**src/rtl/fetch_pkg.sv**
```systemverilog
// fetch_pkg: shared constants and types for the instruction fetch sequencer.
//   - MIPS opcode values used by the decoder
//   - issue type encoding driven on issue_type
//   - sequencer state encoding
//   - destination register window tracked by the write counters
package fetch_pkg;

   localparam logic [5:0] OP_RTYPE = 6'd0;
   localparam logic [5:0] OP_J     = 6'd2;
   localparam logic [5:0] OP_JAL   = 6'd3;

   typedef enum logic [1:0] {
      TYPE_R = 2'b00,
      TYPE_I = 2'b01,
      TYPE_J = 2'b10
   } itype_t;

   typedef enum logic [1:0] {
      IDLE  = 2'd0,
      FETCH = 2'd1,
      ISSUE = 2'd2,
      DONE  = 2'd3
   } state_t;

   localparam logic [4:0] REG_LO    = 5'd3;
   localparam logic [4:0] REG_HI    = 5'd6;
   localparam int         NUM_WREGS = 4;

   function automatic logic is_wreg(input logic [4:0] r);
      return (r >= REG_LO) && (r <= REG_HI);
   endfunction

endpackage

```
**src/rtl/prog_mem.sv**
```systemverilog
// prog_mem: DEPTH x 32 instruction store.
//   clk, rst_n      clock, async active-low reset (read register only)
//   we/waddr/wdata  synchronous write port
//   re/raddr/rdata  registered read port; rdata holds while re is low
// Array contents are not reset.
module prog_mem #(
   parameter int DEPTH = 8,
   parameter int AW    = 3
) (
   input  logic          clk,
   input  logic          rst_n,
   input  logic          we,
   input  logic [AW-1:0] waddr,
   input  logic [31:0]   wdata,
   input  logic          re,
   input  logic [AW-1:0] raddr,
   output logic [31:0]   rdata
);

   logic [31:0] mem [DEPTH];

   always_ff @(posedge clk) begin
      if (we) mem[waddr] <= wdata;
   end

   always_ff @(posedge clk or negedge rst_n) begin
      if (!rst_n)  rdata <= '0;
      else if (re) rdata <= mem[raddr];
   end

endmodule

```
**src/rtl/fetch_sequencer.sv**
```systemverilog
// fetch_sequencer: runs a programmed number of words from the instruction
// store, decodes each as R/I/J and issues it over a valid/ready handshake,
// keeping per-type counts and write counts for destinations 3..6.
//   prog_we/prog_addr/prog_data  store write port (ignored while busy)
//   start/num_instr              run request and word count (IDLE/DONE only)
//   issue_*                      decoded instruction, valid/ready handshake
//   busy/done                    run status
//   rcount/icount/jcount/wcount  saturating counters, wcount reg 3 in LSBs
//
// state | meaning
// IDLE  | after reset, waiting for start
// FETCH | read address pc presented to the store
// ISSUE | decoded word presented, waiting for issue_ready
// DONE  | run complete, counters held until next start
module fetch_sequencer
   import fetch_pkg::*;
#(
   parameter int DEPTH = 8,
   parameter int AW    = 3,
   parameter int CW    = 4
) (
   input  logic                   clk,
   input  logic                   rst_n,
   input  logic                   prog_we,
   input  logic [AW-1:0]          prog_addr,
   input  logic [31:0]            prog_data,
   input  logic                   start,
   input  logic [AW:0]            num_instr,
   output logic                   issue_valid,
   input  logic                   issue_ready,
   output logic [31:0]            issue_instr,
   output logic [AW-1:0]          issue_pc,
   output logic [1:0]             issue_type,
   output logic [4:0]             issue_dst,
   output logic                   issue_wen,
   output logic                   busy,
   output logic                   done,
   output logic [CW-1:0]          rcount,
   output logic [CW-1:0]          icount,
   output logic [CW-1:0]          jcount,
   output logic [NUM_WREGS*CW-1:0] wcount
);

   localparam logic [AW:0]   DEPTH_CNT = (AW+1)'(DEPTH);
   localparam logic [CW-1:0] CNT_MAX   = '1;

   state_t      state, state_nx;
   logic [AW:0] pc, pc_inc, count_lat;
   logic [31:0] word;
   logic [5:0]  opcode;
   itype_t      typ;
   logic [4:0]  dst;
   logic        mem_re, start_ok, hs;

   function automatic logic [CW-1:0] sat_inc(input logic [CW-1:0] v);
      return (v == CNT_MAX) ? v : v + 1'b1;
   endfunction

   prog_mem #(.DEPTH(DEPTH), .AW(AW)) u_mem (
      .clk   (clk),
      .rst_n (rst_n),
      .we    (prog_we && !busy),
      .waddr (prog_addr),
      .wdata (prog_data),
      .re    (mem_re),
      .raddr (pc[AW-1:0]),
      .rdata (word)
   );

   // The store's read register is the issue register: it only loads in
   // FETCH, so every issue_* field stays stable through a stall.
   assign opcode = word[31:26];

   always_comb begin
      typ = TYPE_I;
      dst = word[20:16];
      if (opcode == OP_RTYPE) begin
         typ = TYPE_R;
         dst = word[15:11];
      end else if (opcode == OP_J || opcode == OP_JAL) begin
         typ = TYPE_J;
         dst = '0;
      end
   end

   assign issue_valid = (state == ISSUE);
   assign issue_instr = word;
   assign issue_pc    = pc[AW-1:0];
   assign issue_type  = typ;
   assign issue_dst   = dst;
   assign issue_wen   = (typ != TYPE_J) && (dst != 5'd0);
   assign busy        = (state == FETCH) || (state == ISSUE);
   assign done        = (state == DONE);

   assign start_ok = start && (state == IDLE || state == DONE);
   assign hs       = issue_valid && issue_ready;
   assign pc_inc   = pc + 1'b1;

   always_ff @(posedge clk or negedge rst_n) begin
      if (!rst_n) state <= IDLE;
      else        state <= state_nx;
   end

   always_comb begin
      state_nx = state;
      mem_re   = 1'b0;
      case (state)
         IDLE, DONE: begin
            if (start_ok) state_nx = (num_instr == '0) ? DONE : FETCH;
         end
         FETCH: begin
            mem_re   = 1'b1;
            state_nx = ISSUE;
         end
         ISSUE: begin
            if (hs) state_nx = (pc_inc == count_lat) ? DONE : FETCH;
         end
         default: state_nx = IDLE;
      endcase
   end

   always_ff @(posedge clk or negedge rst_n) begin
      if (!rst_n) begin
         pc        <= '0;
         count_lat <= '0;
         rcount    <= '0;
         icount    <= '0;
         jcount    <= '0;
         wcount    <= '0;
      end else if (start_ok) begin
         // Counts above DEPTH are clamped so pc never has to pass DEPTH.
         count_lat <= (num_instr > DEPTH_CNT) ? DEPTH_CNT : num_instr;
         pc        <= '0;
         rcount    <= '0;
         icount    <= '0;
         jcount    <= '0;
         wcount    <= '0;
      end else if (hs) begin
         pc <= pc_inc;
         case (typ)
            TYPE_R:  rcount <= sat_inc(rcount);
            TYPE_J:  jcount <= sat_inc(jcount);
            default: icount <= sat_inc(icount);
         endcase
         if (issue_wen && is_wreg(dst)) begin
            for (int k = 0; k < NUM_WREGS; k++) begin
               if (dst == REG_LO + 5'(k))
                  wcount[k*CW +: CW] <= sat_inc(wcount[k*CW +: CW]);
            end
         end
      end
   end

endmodule

```
**config.mk**
```make
export PLATFORM = sky130hd
export DESIGN_NAME = fetch_sequencer
export DESIGN_NICKNAME = d
export VERILOG_FILES = /design/src/rtl/fetch_pkg.sv /design/src/rtl/prog_mem.sv /design/src/rtl/fetch_sequencer.sv
export SDC_FILE = /design/constraint.sdc
export NUM_CORES = 1
export LEC_CHECK = 0
export ABC_AREA = 1
export CELL_PAD_IN_SITES_DETAIL_PLACEMENT = 0
export CELL_PAD_IN_SITES_GLOBAL_PLACEMENT = 2
export CORE_MARGIN = 8
export CORE_UTILIZATION = 39
export DETAILED_ROUTE_END_ITERATION = 8
export PLACE_DENSITY = 0.85
export SYNTH_ARGS = -nofsm -noshare
export SYNTH_HDL_FRONTEND = slang
export SYNTH_SLANG_ARGS = --single-unit
```
**constraint.sdc**
```tcl
create_clock -name clk -period 3.1 [get_ports clk]
set_input_delay 0.465 -clock clk [delete_from_list [all_inputs] [get_ports clk]]
set_output_delay 0.465 -clock clk [all_outputs]
set_load 0.02 [all_outputs]
```
# Word-level counts from Yosys, hierarchy flattened
# Memory sizes are Yosys's and may differ from the RTL's. A register that Yosys moved wholly into a read port is not among the register bits.
# Index checks and enable logic that the tools add are counted.
# totals
wordCells	123
ram_bits	256
reg_bits	38
out_inout_bits	74
mem_bits_ro	0
memories	1
latchBits	0
# classes
div	0
n_reduce_logical	34
n_addsub	8
n_shift	0
order_cmp	3
eq_ne	29
bitwise	0
multipliers	0
muxes	38
# mem_list
name	words	width	rd	rd_clocked_by_memory_dff	write_ports	line	rtl
u_mem.mem	8	32	1	1	1	prog_mem.sv:20	logic [31:0] mem [DEPTH];
# op_table
operator	n
two-way mux 4 bit	23
two-way mux 16 bit	3
adder 4 x 1 -> 4 bit, second input constant	8
equality test 4 bit, second input constant	7
!= test 2 bit, second input constant	9
AND reduction 4 bit	4
nonzero test 2 bit	8
equality test 5 x 3 -> 1 bit, second input constant	3
equality test 6 x 2 -> 1 bit, second input constant	2
two-way mux 2 bit	6
two-way mux 5 bit	2
AND reduction 3 bit	3
equality test 2 bit, second input constant	3
logical AND 1 bit	6
logical NOT 6 bit	1
one-hot mux 2 bit (3 select lines)	1
equality test 5 x 2 -> 1 bit, second input constant	1
>= comparator 5 x 2 -> 1 bit, second input constant	1
less-or-equal comparator 5 x 3 -> 1 bit, second input constant	1
nonzero test 5 bit	1
equality test 4 bit	1
> comparator 4 bit, second input constant	1
logical NOT 2 bit	2
logical NOT 4 bit	1
other kinds (7)	14

# Depth between registers and ports, before layout
# depth
ltp_word	10
depth_mapped	13
mapped_depth_nobuf	13

# Modules after synthesis
# From an unflattened synthesis, not the netlist that was laid out.
# unflattened
cells_unflattened	1442
hier_area_um2	14398.8
# by_module_without_submodules
mod	instances	cells_each	area_per_inst_um2
prog_mem	1	1132	11952.7
fetch_sequencer	1	310	2446.1

# Worst setup path before layout
# Ideal clock, no wire load.
# synth_path
path_kind	register -> register
startpoint	register state[0]
endpoint	memory u_mem.mem[0][0] (enable)
required_ps	2679
setup_time_ps	421
path_stages_with_launch	5
n_path_buf	0
path_slack_ps	399
period_less_slack_ps	2701
arrival_time_ps	2280
cell_sequence	dfrtp_1 inv_1 ha_1 nand3b_1 nor2_1
# synth_between
elab_chain_len	6
# synth_lines
item	line	rtl
start: declaration	fetch_sequencer.sv:47	state_t state, state_nx;
start signal: assignment	fetch_sequencer.sv:101	else state <= state_nx;
equality test 2 x 1 -> 1 bit / equality test 2 bit (equally long branches)	fetch_sequencer.sv:92	assign busy = (state == FETCH) || (state == ISSUE);
logical OR 1 bit *	fetch_sequencer.sv:92	
logical NOT 1 bit *	fetch_sequencer.sv:62	.we (prog_we && !busy),
logical AND 1 bit *	fetch_sequencer.sv:62	
two-way mux 1 bit *	prog_mem.sv:23	if (we) mem[waddr] <= wdata;
two-way mux 1 bit (not written as such) *	prog_mem.sv:23	
end: declaration	prog_mem.sv:20	
# Mark *: on every way between the ends. The rest lies on a longest branch, timed or not.

# Worst setup path in the final report
# layout_path
startpoint	register u_mem.rdata[29], read port of u_mem.mem
endpoint	output issue_wen
# layout_between
elab_chain_len	6
# layout_lines
item	line	rtl
start: declaration	prog_mem.sv:17	output logic [31:0] rdata
equality test 6 x 2 -> 1 bit	fetch_sequencer.sv:80	end else if (opcode == OP_J || opcode == OP_JAL) begin
logical OR 1 bit	fetch_sequencer.sv:80	
two-way mux 5 bit / two-way mux 2 bit (equally long branches)	fetch_sequencer.sv:80	
two-way mux 5 bit / two-way mux 2 bit (equally long branches)	fetch_sequencer.sv:77	if (opcode == OP_RTYPE) begin
nonzero test 5 bit / != test 2 bit (equally long branches)	fetch_sequencer.sv:91	assign issue_wen = (typ != TYPE_J) && (dst != 5'd0);
logical AND 1 bit *	fetch_sequencer.sv:91	
end: declaration	fetch_sequencer.sv:35	output logic issue_wen,
# Marks and branches as above.

==> metrics.txt <==
Synth async-reset ratio=between 20% and 30%; Routability Congestion=between 0.8 and 0.9; crit path time final=2.865 ns; Netlist cell types=40; Setup Viol. Count Final=0; Seq/Total Area, Yosys=71.14%; vias=8840; Post-synth EDFFs=around 260; WP data required=approximately 2.6 ns; status=finished clean; Die W=approximately 200 µm; Slew Limit Fails=0; Die Ht=200.5 µm; Setup Fix Bufs, Post-CTS=0; f_max=roughly 350 MHz; RSZ-0062 raised after global routing=no; DRT Wirelength=~33 mm; Post-Syn Area per Cell=approximately 12 µm²; TritonCTS clock tree=built; Total Power=13.61 mW; clock-pin slew of the registers on the worst-case setup and hold paths=about 0.060 ns; Worst Setup Path Type=register to output pin; Post-synth top flop=edfxtp_1; Max clock buf depth=3; H-Tree Depth=2; CTS sink count=around 330; CP arrival=approximately 2.4 ns; root buffer cell=clkbuf_16; # fillers=about 3000; grt total ovfl=0; Detailed Route Iter0 Violations=about 580; critical-path maximum fanout=7; drt wl/cell=a little under 20 µm; final count of hold timing violations=0; area grow syn2layout=23.04%; final setup TNS=0 ns; critical path capture point type=output pin; R2R depth=5; # DRC=0; post-DP HPWL=20.22 mm; drt pass-1 iters=5; wire length of the first global-routing pass=51.30 mm; vias in the first global route=around 9000; Synth Register Bits=about 330; Max rail drop VDD=465.8 µV; Ys Warns=0; worst hold margin=between 0.3 and 0.4 ns; Site Rows=between 60 and 70; gr usage total=roughly 16%; Power Dens Cells=about 830 nW/µm²; Num CTS Buffers=35; Hold Path Class=primary input to async pin; Reg area=~9400 µm²; DIE AREA=40180 µm²; initial core utilization=39.57%; R2R setup slack=around 0.76 ns; Antenna Cells=0; nets@finish=roughly 1300; hold_buf cts=1; static leakage=6.059 nW; layout cells sized above 1=9.242%; post-CTS resize count=0; Clock Skews=around 0.026 ns; Top Ports=about 120; met3 GRT Util=under 10%; global route hottest layer=met2; Multi-input gate area=~3500 µm²; Syn Inst Count=about 1100; initial antenna violation count=1; final period utilization=92.43%; Core ar.=~34000 µm²; Antenna Nets Post-Route=0; met1 Usage GRT=a little over a fifth; met2 Use GR=a little over a quarter; largest net degree at the start of global routing=133; Post-Syn Area=between 10000 and 15000 µm²; Clock Latency Late Sink=between 0.5 and 0.6 ns; CP startpoint kind=register; drt via density=roughly 5.2; # Max-Cap Violations=0; Port Buffers=between 100 and 150; net count after synthesis=~1200; Slew @ Worst Pin=0.8097 ns; Rel. slew slack=a little under half
flip-flops by register name (all words and copies together) (netlist names):
register / cells
u_mem.rdata: 32
wcount: 16
pc: 4
rcount: 4
u_mem.mem: 256
jcount: 4
icount: 4
state: 2
count_lat: 4
path summary, 6_finish.rpt:
kind,from,end
hold / removal,rst_n,u_mem.rdata[22]
max in group asynchronous,rst_n,pc[0]
min in group clk,u_mem.rdata[25],u_mem.rdata[25]
setup reg to reg,state[0],u_mem.mem[2][29]
setup / recovery,u_mem.rdata[29],issue_wen
hold reg to reg,u_mem.rdata[25],u_mem.rdata[25]
where the power goes:
group,switching [mW],internal [mW],total [mW]
Clock,1.66,2.46,4.12
Combinational,2.58,1.40,3.98
Sequential,0.308,5.20,5.51
Total,4.54,9.07,13.6
logic make-up (layout without fill, tap and decap cells):
logic type               count (synthesis)  after routing  synth area share (%)
adder cells (fa/ha/maj)                 12             12                 1.132
buffers and inverters                  110            265                 3.225
AO/OA/AOI/OAI                          196            196                 8.704
XOR/XNOR                                 7              7                0.4621
flip-flops                             326            326                 71.14
AND/OR/NAND/NOR                        460            460                 15.34
layout by cell type (no fill, tap or decap), types with 3 or more instances in the layout:
| cell | count |
|---|---|
| o21ai_0 | 97 |
| clkdlybuf4s50_1 | 116 |
| nand2_1 | 218 |
| nand4_1 | 23 |
| o221ai_1 | 18 |
| nor3_1 | 11 |
| o22ai_1 | 17 |
| ha_1 | 12 |
| clkinv_1 | 10 |
| nor2_1 | 108 |
| dfrtp_1 | 69 |
| bufinv_16 | 4 |
| a21oi_1 | 40 |
| nor2_4 | 13 |
| clkbuf_16 | 35 |
| inv_1 | 48 |
| xor2_1 | 7 |
| nand2_4 | 3 |
| edfxtp_1 | 256 |
| a221oi_1 | 14 |
| buf_12 | 9 |
| clkinv_2 | 7 |
| nand3_1 | 66 |
| clkbuf_1 | 5 |
| nand2_2 | 5 |
| o21ai_1 | 4 |
| inv_2 | 4 |
| buf_4 | 20 |
worst max-delay path: stages (launching register included):
cell and delay [ns]:
dfrtp_1 0.42, nor2_4 0.20, nand3_2 0.19, nand3_1 0.15, nand2_2 0.10, nor2_4 0.19, nand3_1 0.10, clkdlybuf4s50_1 0.55
per-layer routing:
metal	vias up	routed length [µm]
met4	2	605
met3	53	2006
met5	-	9
met2	254	15600
li1	4222	-
met1	4309	14740
cell usage after synthesis, types with 2 or more instances:
| cell | n | share of area (%) |
|---|---|---|
| a221oi_1 | 14 | 0.92 |
| nor3_1 | 11 | 0.41 |
| buf_4 | 3 | 0.17 |
| o21ai_1 | 4 | 0.15 |
| a21oi_1 | 40 | 1.5 |
| nor2_2 | 2 | 0.094 |
| nand4_1 | 23 | 1.1 |
| nand3_1 | 66 | 2.5 |
| nor2_4 | 5 | 0.42 |
| clkbuf_1 | 42 | 1.2 |
| o21ai_0 | 97 | 3.7 |
| clkinv_1 | 4 | 0.11 |
| inv_2 | 4 | 0.11 |
| edfxtp_1 | 256 | 58 |
| nand3b_1 | 2 | 0.11 |
| nor2_8 | 2 | 0.30 |
| dfrtp_1 | 70 | 13 |
| o221ai_1 | 18 | 1.2 |
| o22ai_1 | 17 | 0.80 |
| ha_1 | 12 | 1.1 |
| buf_2 | 3 | 0.11 |
| nand2_1 | 218 | 6.2 |
| inv_1 | 49 | 1.4 |
| buf_1 | 5 | 0.14 |
| nor2_1 | 116 | 3.3 |
| xor2_1 | 7 | 0.46 |
| nand3_2 | 2 | 0.15 |
| nand2_2 | 5 | 0.24 |
| nand2_4 | 3 | 0.25 |
stage by stage:
stage          utilization (%)  instances  instance area, µm²  setup slack (ns)
4_1_cts                  48.69       1714               16330            0.1947
2_1_floorplan                -       1111               13270            0.3985
6_report                 48.69       1714               16330            0.2348
3_3_place_gp             45.25       1651               15170            0.7844
3_5_place_dp             45.25       1651               15170            0.7381
5_1_grt                  48.69       1714               16330           0.07264
cell type report:
cell class	instances	share of cell area, %
Multi-Input combinational cell	675	21.21
Timing Repair Buffer	146	9.197
Tap cell	448	3.433
Clock buffer	42	5.648
Sequential cell	326	57.84
Clock inverter	20	1.357
Inverter	57	1.318
Note: power is estimated with default switching activity, not from simulation.
